==> config.mk <==
export PLATFORM = sky130hd
export DESIGN_NAME = rom_port_arbiter_flat
export DESIGN_NICKNAME = d
export VERILOG_FILES = /design/src/rtl/rom_port_arbiter_if.sv /design/src/rtl/rom_port_arbiter.sv /design/src/flat_wrapper.sv
export SDC_FILE = /design/constraint.sdc
export NUM_CORES = 1
export LEC_CHECK = 0
export CORE_MARGIN = 3
export CORE_UTILIZATION = 42
export DETAILED_ROUTE_END_ITERATION = 16
export MAX_ROUTING_LAYER = met4
export PLACE_DENSITY = 0.93
export SLEW_MARGIN = 20
export SYNTH_ARGS = -nofsm -noshare
export SYNTH_HDL_FRONTEND = slang
export SYNTH_SLANG_ARGS = --single-unit
==> constraint.sdc <==
create_clock -name clk_i -period 4.41 [get_ports clk_i]
set_clock_uncertainty 0.2 [all_clocks]
set_input_delay 0.6615 -clock clk_i [delete_from_list [all_inputs] [get_ports clk_i]]
set_output_delay 0.6615 -clock clk_i [all_outputs]
set_load 0.01 [all_outputs]
==> src/rtl/rom_port_arbiter_if.sv <==
// Request/response and ROM-side bus of the boot-ROM port arbiter.
// The arbiter connects through the slave modport; requesters and the ROM use master.
interface rom_port_arbiter_if #(
    parameter int ADDR_W = 32,
    parameter int DATA_W = 32
);
    logic              f_valid_i;
    logic [ADDR_W-1:0] f_addr_i;
    logic              f_ready_o;
    logic              l_valid_i;
    logic [ADDR_W-1:0] l_addr_i;
    logic              l_ready_o;
    logic              f_rvalid_o;
    logic              f_rready_i;
    logic              l_rvalid_o;
    logic              l_rready_i;
    logic [DATA_W-1:0] rdata_o;
    logic              rerr_o;
    logic [ADDR_W-1:0] rom_addr_o;
    logic [DATA_W-1:0] rom_data_i;

    modport slave (
        input  f_valid_i, f_addr_i, l_valid_i, l_addr_i,
        input  f_rready_i, l_rready_i, rom_data_i,
        output f_ready_o, l_ready_o, f_rvalid_o, l_rvalid_o,
        output rdata_o, rerr_o, rom_addr_o
    );

    modport master (
        output f_valid_i, f_addr_i, l_valid_i, l_addr_i,
        output f_rready_i, l_rready_i, rom_data_i,
        input  f_ready_o, l_ready_o, f_rvalid_o, l_rvalid_o,
        input  rdata_o, rerr_o, rom_addr_o
    );
endinterface

==> src/rtl/rom_port_arbiter.sv <==
// Shares the boot ROM's single combinational read port between fetch (F) and load (L),
// with starvation protection for F and error responses for misaligned/out-of-range addresses.
module rom_port_arbiter #(
    parameter int                ADDR_W       = 32,
    parameter int                DATA_W       = 32,
    parameter logic [ADDR_W-1:0] BASE         = ADDR_W'(32'hBFC00000),
    parameter int                SIZE         = 4096,
    parameter int                STARVE_LIMIT = 3
) (
    input logic               clk_i,
    input logic               rst_i,
    rom_port_arbiter_if.slave bus
);
    localparam logic [1:0] S_IDLE = 2'd0;
    localparam logic [1:0] S_READ = 2'd1;
    localparam logic [1:0] S_RESP = 2'd2;

    localparam int                CNT_W = $clog2(STARVE_LIMIT + 1);
    localparam logic [CNT_W-1:0]  LIMIT = CNT_W'(STARVE_LIMIT);
    // Range bounds carry one extra bit so BASE+SIZE-4 cannot wrap.
    localparam logic [ADDR_W:0]   LO    = {1'b0, BASE};
    localparam logic [ADDR_W:0]   HI    = {1'b0, BASE} + (ADDR_W + 1)'(SIZE - 4);

    logic [1:0]        state;
    logic [CNT_W-1:0]  starve;
    logic              owner_l;
    logic [ADDR_W-1:0] rom_addr;
    logic [DATA_W-1:0] rdata;
    logic              rerr;

    logic              idle;
    logic              f_force;
    logic              f_grant;
    logic              l_grant;
    logic              accept;
    logic [ADDR_W-1:0] req_addr;
    logic [ADDR_W:0]   addr_ext;
    logic              addr_err;
    logic              resp_done;

    always_comb begin
        idle      = (state == S_IDLE) && !rst_i;
        f_force   = bus.f_valid_i && (starve == LIMIT);
        l_grant   = idle && bus.l_valid_i && !f_force;
        f_grant   = idle && bus.f_valid_i && (f_force || !bus.l_valid_i);
        accept    = l_grant || f_grant;
        req_addr  = l_grant ? bus.l_addr_i : bus.f_addr_i;
        addr_ext  = {1'b0, req_addr};
        addr_err  = (req_addr[1:0] != 2'b00) || (addr_ext < LO) || (addr_ext > HI);
        resp_done = (state == S_RESP) && (owner_l ? bus.l_rready_i : bus.f_rready_i);
    end

    always_ff @(posedge clk_i or posedge rst_i) begin
        if (rst_i) begin
            state    <= S_IDLE;
            starve   <= '0;
            owner_l  <= 1'b0;
            rom_addr <= BASE;
            rdata    <= '0;
            rerr     <= 1'b0;
        end else begin
            case (state)
                S_IDLE: begin
                    if (accept) begin
                        owner_l <= l_grant;
                        if (f_grant)
                            starve <= '0;
                        else if (bus.f_valid_i && (starve != LIMIT))
                            starve <= starve + 1'b1;
                        if (addr_err) begin
                            rdata <= '0;
                            rerr  <= 1'b1;
                            state <= S_RESP;
                        end else begin
                            rom_addr <= req_addr;
                            state    <= S_READ;
                        end
                    end
                end
                S_READ: begin
                    rdata <= bus.rom_data_i;
                    rerr  <= 1'b0;
                    state <= S_RESP;
                end
                S_RESP: begin
                    if (resp_done)
                        state <= S_IDLE;
                end
                default: state <= S_IDLE;
            endcase
        end
    end

    assign bus.f_ready_o  = f_grant;
    assign bus.l_ready_o  = l_grant;
    assign bus.f_rvalid_o = (state == S_RESP) && !owner_l;
    assign bus.l_rvalid_o = (state == S_RESP) && owner_l;
    assign bus.rdata_o    = rdata;
    assign bus.rerr_o     = rerr;
    assign bus.rom_addr_o = rom_addr;
endmodule

==> src/flat_wrapper.sv <==
// flat-port wrapper written by rule: the top's interface ports become plain ports
module rom_port_arbiter_flat 
#(
    parameter int                ADDR_W       = 32,
    parameter int                DATA_W       = 32,
    parameter logic [ADDR_W-1:0] BASE         = ADDR_W'(32'hBFC00000),
    parameter int                SIZE         = 4096,
    parameter int                STARVE_LIMIT = 3
)
  (clk_i, rst_i, bus_f_valid_i, bus_f_addr_i, bus_l_valid_i, bus_l_addr_i, bus_f_rready_i, bus_l_rready_i, bus_rom_data_i, bus_f_ready_o, bus_l_ready_o, bus_f_rvalid_o, bus_l_rvalid_o, bus_rdata_o, bus_rerr_o, bus_rom_addr_o);
  rom_port_arbiter_if #(.ADDR_W(ADDR_W), .DATA_W(DATA_W)) bus_i ();
  input logic clk_i;
  input logic rst_i;
  input wire logic [$bits(bus_i.f_valid_i)-1:0] bus_f_valid_i;
  input wire logic [$bits(bus_i.f_addr_i)-1:0] bus_f_addr_i;
  input wire logic [$bits(bus_i.l_valid_i)-1:0] bus_l_valid_i;
  input wire logic [$bits(bus_i.l_addr_i)-1:0] bus_l_addr_i;
  input wire logic [$bits(bus_i.f_rready_i)-1:0] bus_f_rready_i;
  input wire logic [$bits(bus_i.l_rready_i)-1:0] bus_l_rready_i;
  input wire logic [$bits(bus_i.rom_data_i)-1:0] bus_rom_data_i;
  output wire logic [$bits(bus_i.f_ready_o)-1:0] bus_f_ready_o;
  output wire logic [$bits(bus_i.l_ready_o)-1:0] bus_l_ready_o;
  output wire logic [$bits(bus_i.f_rvalid_o)-1:0] bus_f_rvalid_o;
  output wire logic [$bits(bus_i.l_rvalid_o)-1:0] bus_l_rvalid_o;
  output wire logic [$bits(bus_i.rdata_o)-1:0] bus_rdata_o;
  output wire logic [$bits(bus_i.rerr_o)-1:0] bus_rerr_o;
  output wire logic [$bits(bus_i.rom_addr_o)-1:0] bus_rom_addr_o;
  assign bus_i.f_valid_i = bus_f_valid_i;
  assign bus_i.f_addr_i = bus_f_addr_i;
  assign bus_i.l_valid_i = bus_l_valid_i;
  assign bus_i.l_addr_i = bus_l_addr_i;
  assign bus_i.f_rready_i = bus_f_rready_i;
  assign bus_i.l_rready_i = bus_l_rready_i;
  assign bus_i.rom_data_i = bus_rom_data_i;
  assign bus_f_ready_o = bus_i.f_ready_o;
  assign bus_l_ready_o = bus_i.l_ready_o;
  assign bus_f_rvalid_o = bus_i.f_rvalid_o;
  assign bus_l_rvalid_o = bus_i.l_rvalid_o;
  assign bus_rdata_o = bus_i.rdata_o;
  assign bus_rerr_o = bus_i.rerr_o;
  assign bus_rom_addr_o = bus_i.rom_addr_o;
  rom_port_arbiter #(.ADDR_W(ADDR_W), .DATA_W(DATA_W), .BASE(BASE), .SIZE(SIZE), .STARVE_LIMIT(STARVE_LIMIT)) u_core (.clk_i(clk_i), .rst_i(rst_i), .bus(bus_i));
endmodule
Yosys cells after proc, flatten, opt, wreduce, memory -nomap -nowiden. Index checks and enable logic that the tools add are counted.

Add/sub/neg operators: 1. Order comparisons: 2. Eq/ne operators: 7. Multiplexer cells: 14. Bitwise logic cells: 1. Reduce and logical (&&, ||, !) cells: 27.

Operators with widths (count): 2-to-1 mux 32 bit (3); case mux 32 bit (2 select lines) (1); greater-than comparator 32 bit (second input constant) (1); < comparator 32 bit (second input constant) (1); logical AND 1 bit (10); 2-to-1 mux 2 bit (5); AND reduction 3 bit (3); inequality test 2 x 1 -> 1 bit (second input constant) (3); case mux 2 bit (3 select lines) (1); nonzero test 2 bit (3); == test 2 bit (second input constant) (2); zero test 1 bit (4); logical OR 1 bit (4); AND reduction 2 bit (2); 2-to-1 mux 1 bit (3); adder 2 x 1 -> 2 bit (second input constant) (1); == test 2 x 1 -> 1 bit (second input constant) (1); zero test 2 bit (1); inequality test 2 bit (second input constant) (1); case mux 1 bit (2 select lines) (1); NOT 1 bit (1).

Register bits after elaboration: 70. Input port bits: 102. Output and inout port bits: 69. Logic and storage cells: 58.

Logic depth before layout (Yosys ltp).
Depth in word-level cells: 11. Mapped depth: 8. Mapped depth without buffers: 6.

Least setup slack after synthesis. OpenSTA, ideal clock, no wires.

Path type: input -> register. From: input bus_l_addr_i[12]. To: register u_core.rom_addr[2] (netlist: u_core.bus.rom_addr_o[2]). Library setup time: 0.125 ns. Data arrival time: 1.881 ns. Data required time: 4.085 ns. Slack: 2.203 ns. Cell stages on the path: 6. Cell sequence: nor4b_1 -> nand4_1 -> o22ai_2 -> nand3_2 -> buf_6 -> mux2_4.

Cells in the longest elaborated chain, start to end: 6.

Ends and longest elaborated chain: from (decl) (line flat_wrapper.sv:17) `input wire logic [$bits(bus_i.l_addr_i)-1:0] bus_l_addr_i;`; 2-to-1 mux 32 bit * (line rom_port_arbiter.sv:47) `req_addr = l_grant ? bus.l_addr_i : bus.f_addr_i;`; < comparator 32 bit (line rom_port_arbiter.sv:49) `addr_err = (req_addr[1:0] != 2'b00) || (addr_ext < LO) || (addr_ext > HI);`; logical OR 1 bit (line rom_port_arbiter.sv:49); logical OR 1 bit * (line rom_port_arbiter.sv:49); NOT 1 bit (no source line) *; AND reduction 3 bit (no source line) *; to (signal assigned) (line rom_port_arbiter.sv:75) `rom_addr <= req_addr;`; to (decl) (line rom_port_arbiter.sv:27) `logic [ADDR_W-1:0] rom_addr;`.

Every way passes the cells marked *; elsewhere a longest branch is shown, timed or not. A chain may end at the register's enable or synchronous reset.

Worst setup path in the final report.
From: input bus_l_valid_i. To: output bus_l_ready_o.

Cells in the longest elaborated chain, start to end: 2.

Ends and longest elaborated chain: from (decl) (line flat_wrapper.sv:16) `input wire logic [$bits(bus_i.l_valid_i)-1:0] bus_l_valid_i;`; logical AND 1 bit (2 in a row) (line rom_port_arbiter.sv:44) `l_grant = idle && bus.l_valid_i && !f_force;`; to (decl) (line flat_wrapper.sv:22) `output wire logic [$bits(bus_i.l_ready_o)-1:0] bus_l_ready_o;`.

No other way between the ends.

==> flow_results.org <==
** Pwr
- In this run the power density over the cells is 301 mW/mm2.
- Total design power :: 1530 uW
- Leakage :: 0.00251 uW
- Max rail drop VDD :: 172 uV

** Critical path
- Of all nets on the critical path, the largest fanout is 12.
- Arrival time of the worst setup path :: 2.50 ns
- Crit path capture type :: output pin
- Critical Path Source Type :: primary input
- Endpoint required time on the critical path :: 3.55 ns
- Kind of critical path :: primary input to output pin

** GRT
- For this run the aggregate overflow at the end of global routing stands at 0.
- Overall track demand over capacity in global routing :: 21.8%
- Largest net degree at the start of global routing :: 39
- Initial antenna violation count :: 0
- Wire length of the first global-routing pass :: 14200 um
- Via count of the first global-routing pass :: 2739

** Logic synthesis
- Commonest register cell after synthesis :: sky130_fd_sc_hd__dfrtp_1
- Ranked by instance count, the synthesized netlist is headed by sky130_fd_sc_hd__dfrtp_1 (61), sky130_fd_sc_hd__a21o_1 (32), sky130_fd_sc_hd__a22o_1 (32).
- Sequential elements use 56.9% of the synthesized area.
- The cell area that synthesis handed to floorplanning was 0.00310 mm2.
- Summing the areas of all compound-gate instances in the mapped netlist gives 19.2% of the synthesized area.
- Each instance of the synthesized netlist takes up on average 12.8 um2.
- The synthesized design devotes to its leading area cell type 49.3% of total area.
- Largest family of logic cells by synthesized area :: compound AO/OA/AOI/OAI gates
- Leading cell types by total area after synthesis :: sky130_fd_sc_hd__dfrtp_1 (49%), sky130_fd_sc_hd__a22o_1 (9.1%), sky130_fd_sc_hd__a21o_1 (7.8%)
- Summed over all instances, the cell type with the most area after synthesis is sky130_fd_sc_hd__dfrtp_1.
- Measured against the total synthesized area, the mux share comes to 8.12%.
- Number of warnings reported in the yosys synthesis log :: 0
- #FFs+latches synth :: 70
- Count of mapped cells out of synthesis :: 241
- Distinct cells, synth :: 36
- Adder and majority gate portion of the synthesized area :: 0.404%
- Number of synthesized flops with an enable pin :: 0
- After Yosys synthesis, XOR and XNOR cells account for 0% of the synthesized area.
- For this run, asynchronously set or reset flops after synthesis account for 100%.
- After Yosys synthesis, and, or, nand and nor cells account for 11.8% of the synthesized area.
- Number of nets produced by synthesis :: 344
- By instance count, the leading cell after synthesis is sky130_fd_sc_hd__dfrtp_1.

** Routing
- Detailed Route Iter0 Violations :: 117
- Once detail routing completed, the nets flagged for antenna violations numbered 0.
- For this block, the via count after detailed routing is 2570.
- Summed over all layers, the routed wires come to 8790 um.
- # DRC :: 0
- Final routed wire length divided by cell count :: 17.2 um
- The first detailed-routing pass ran for 4 iterations.
- Number of vias per cell after detailed routing :: 5.03

** Floorplan
- The floorplan step defined a die boundary enclosing 0.00844 mm2.
- The floorplan has 30 rows.
- In this run the standard cell core region covers 0.00698 mm2.
- The die is 91.9 um wide.
- For this configuration, the core starts out at a cell density of 44.4%.
- 171 I/O pins were placed.
- Height of the chip :: 91.9 um

** Clocking
- In this run the clock root is driven by a sky130_fd_sc_hd__clkbuf_8.
- Count of hold-fix buffers inserted at cts :: 0
- The number of setup buffers added after CTS is 0.
- Number of buffers inserted during clock tree synthesis :: 9
- Clk sinks :: 70
- TritonCTS built the clock tree.
- After clock tree synthesis, the clock-pin slew on the worst setup and hold paths is 0.07 ns.
- PostCTS Resize Cnt :: 0
- Skew-Pair Late Insertion Delay :: 0.32 ns
- Number of buffers on the longest clock path :: 2
- Number of H-tree branching levels :: 3

** STA
- After layout, the minimum clock period comes to 3.36 ns.
- The worst pin sits at a relative slew slack of 50.6%.
- Setup total negative slack on the finished layout was measured at 0 ns.
- Max-slew violation count :: 0
- Post-route clock period utilization :: 76.3%
- The hold violation count in the final report was 0.
- Total setup violations reported at the end of the flow :: 0
- Measured slew at the worst slew-check pin :: 0.740 ns
- Setup repair after global routing left no endpoint under its margin.
- Static timing analysis puts the maximum clock frequency at 297 MHz.
- The worst path meets setup with 1.05 ns of slack.

** Layout
- The final layout contains 513 nets.
- 0 antenna diodes ended up in the layout.
- Summing all flip-flop and latch instances after layout gives 0.00176 mm2.
- Count of placed standard cells in the final layout, fillers left out :: 511
- Proportion of layout cells with a drive suffix above 1 :: 12.8%
- Filler Cell Count :: 501
- Growth of design area from synthesis to finish :: 63.9%
- Area occupied by multi-input gates :: 0.00123 mm2

** Run
- Max cap viols :: 0

** Place
- # placed instances :: 495
- After legalization and detailed placement, the total HPWL measured 6570 um.
- # port buffers :: 170
- At the placement stage, the worst setup path has a slack of 1.07 ns.
- At the end of routability-driven placement, the weighted congestion stood at 0.870.

** Worst hold path
- Min-Delay Path Class :: flip-flop to flip-flop

** Run status
- The run finished with clean final reports.
per-stage QoR:
step	instance area, um2	utilization (%)	hold slack [ns]
6_report	5080	72.7	0.290
5_1_grt	5080	72.7	0.310
4_1_cts	5080	72.7	0.295
3_5_place_dp	4850	69.5	0.271
3_3_place_gp	4850	69.5	0.269
2_1_floorplan	3100	-	0.254
layout by cell type, fill, tap and decap left out, drive strengths merged, types with 2 or more instances in the layout:
master and instances:
dfrtp 61, nor4b 2, inv 3, clkbuf 11
clkinv 3, nand2 8, bufinv 2, mux2 20
and4b 2, nor2b 4, nor2 5, a22o 32
nand2b 9, and2 13, dfstp 9, nor4 4
clkdlybuf4s50 170, o21ai 2, nand3 2, nand4 3
buf 4, a21o 32, a211o 2
path summary, 6_finish.rpt:
kind,depth (start not counted),slack (ns),end,startpoint
max in group asynchronous,3,2.37,u_core.bus.rom_addr_o[28],rst_i
min in group asynchronous,2,0.70,u_core.state[1],rst_i
max reg2reg,6,1.68,u_core.bus.rom_addr_o[5],u_core.starve[0]
min,1,0.29,u_core.bus.rom_addr_o[17],u_core.bus.rom_addr_o[17]
max,5,1.05,bus_l_ready_o,bus_l_valid_i
min reg2reg,1,0.29,u_core.bus.rom_addr_o[17],u_core.bus.rom_addr_o[17]
power breakdown:
part	switching [uW]	internal (uW)	leakage [uW]
Clock	228	335	0.000113
Sequential	18.2	659	0.000934
Combinational	139	148	0.00146
Total	385	1140	0.00251
sequential cells by signal (all words and copies together), names as in the netlist:
register               cells
u_core.bus.rdata_o        32
u_core.bus.rerr_o          1
u_core.bus.rom_addr_o     32
u_core.owner_l             1
u_core.starve              2
u_core.state               2
worst max-delay path: stages:
cell and delay, ns:
sky130_fd_sc_hd__clkdlybuf4s50_1 0.49, sky130_fd_sc_hd__a21boi_1 0.30, sky130_fd_sc_hd__nand2_1 0.38, sky130_fd_sc_hd__inv_1 0.12, sky130_fd_sc_hd__clkdlybuf4s50_1 0.54
routing by layer:
layer	global-route usage [%]	share of wire, %	vias up
met3	4.43	5.7	6
met1	26.7	41	1259
met2	36.5	52	90
met4	6.93	0.83	0
li1	-	-	1215
met5	-	0	-
final cells by class:
| cell class | count | area share [%] |
|---|---|---|
| clock buffer | 11 | 2.79 |
| clock inverter | 5 | 1.63 |
| tap | 96 | 2.37 |
| sequential | 70 | 34.7 |
| multi-input combinational | 152 | 24.2 |
| timing repair buffer | 174 | 34.1 |
| inverter | 3 | 0.222 |
kinds of logic (layout without fill, tap and decap cells):
family                     count (synthesis)  count (layout)
DFF                                       70              70
adders and majority gates                  1               1
and+or+nand+nor                           58              58
buffers and inverters                     19             193
muxes                                     20              20
AOI/OAI and AO/OA                         73              73
(Power assumes the default switching activity.)
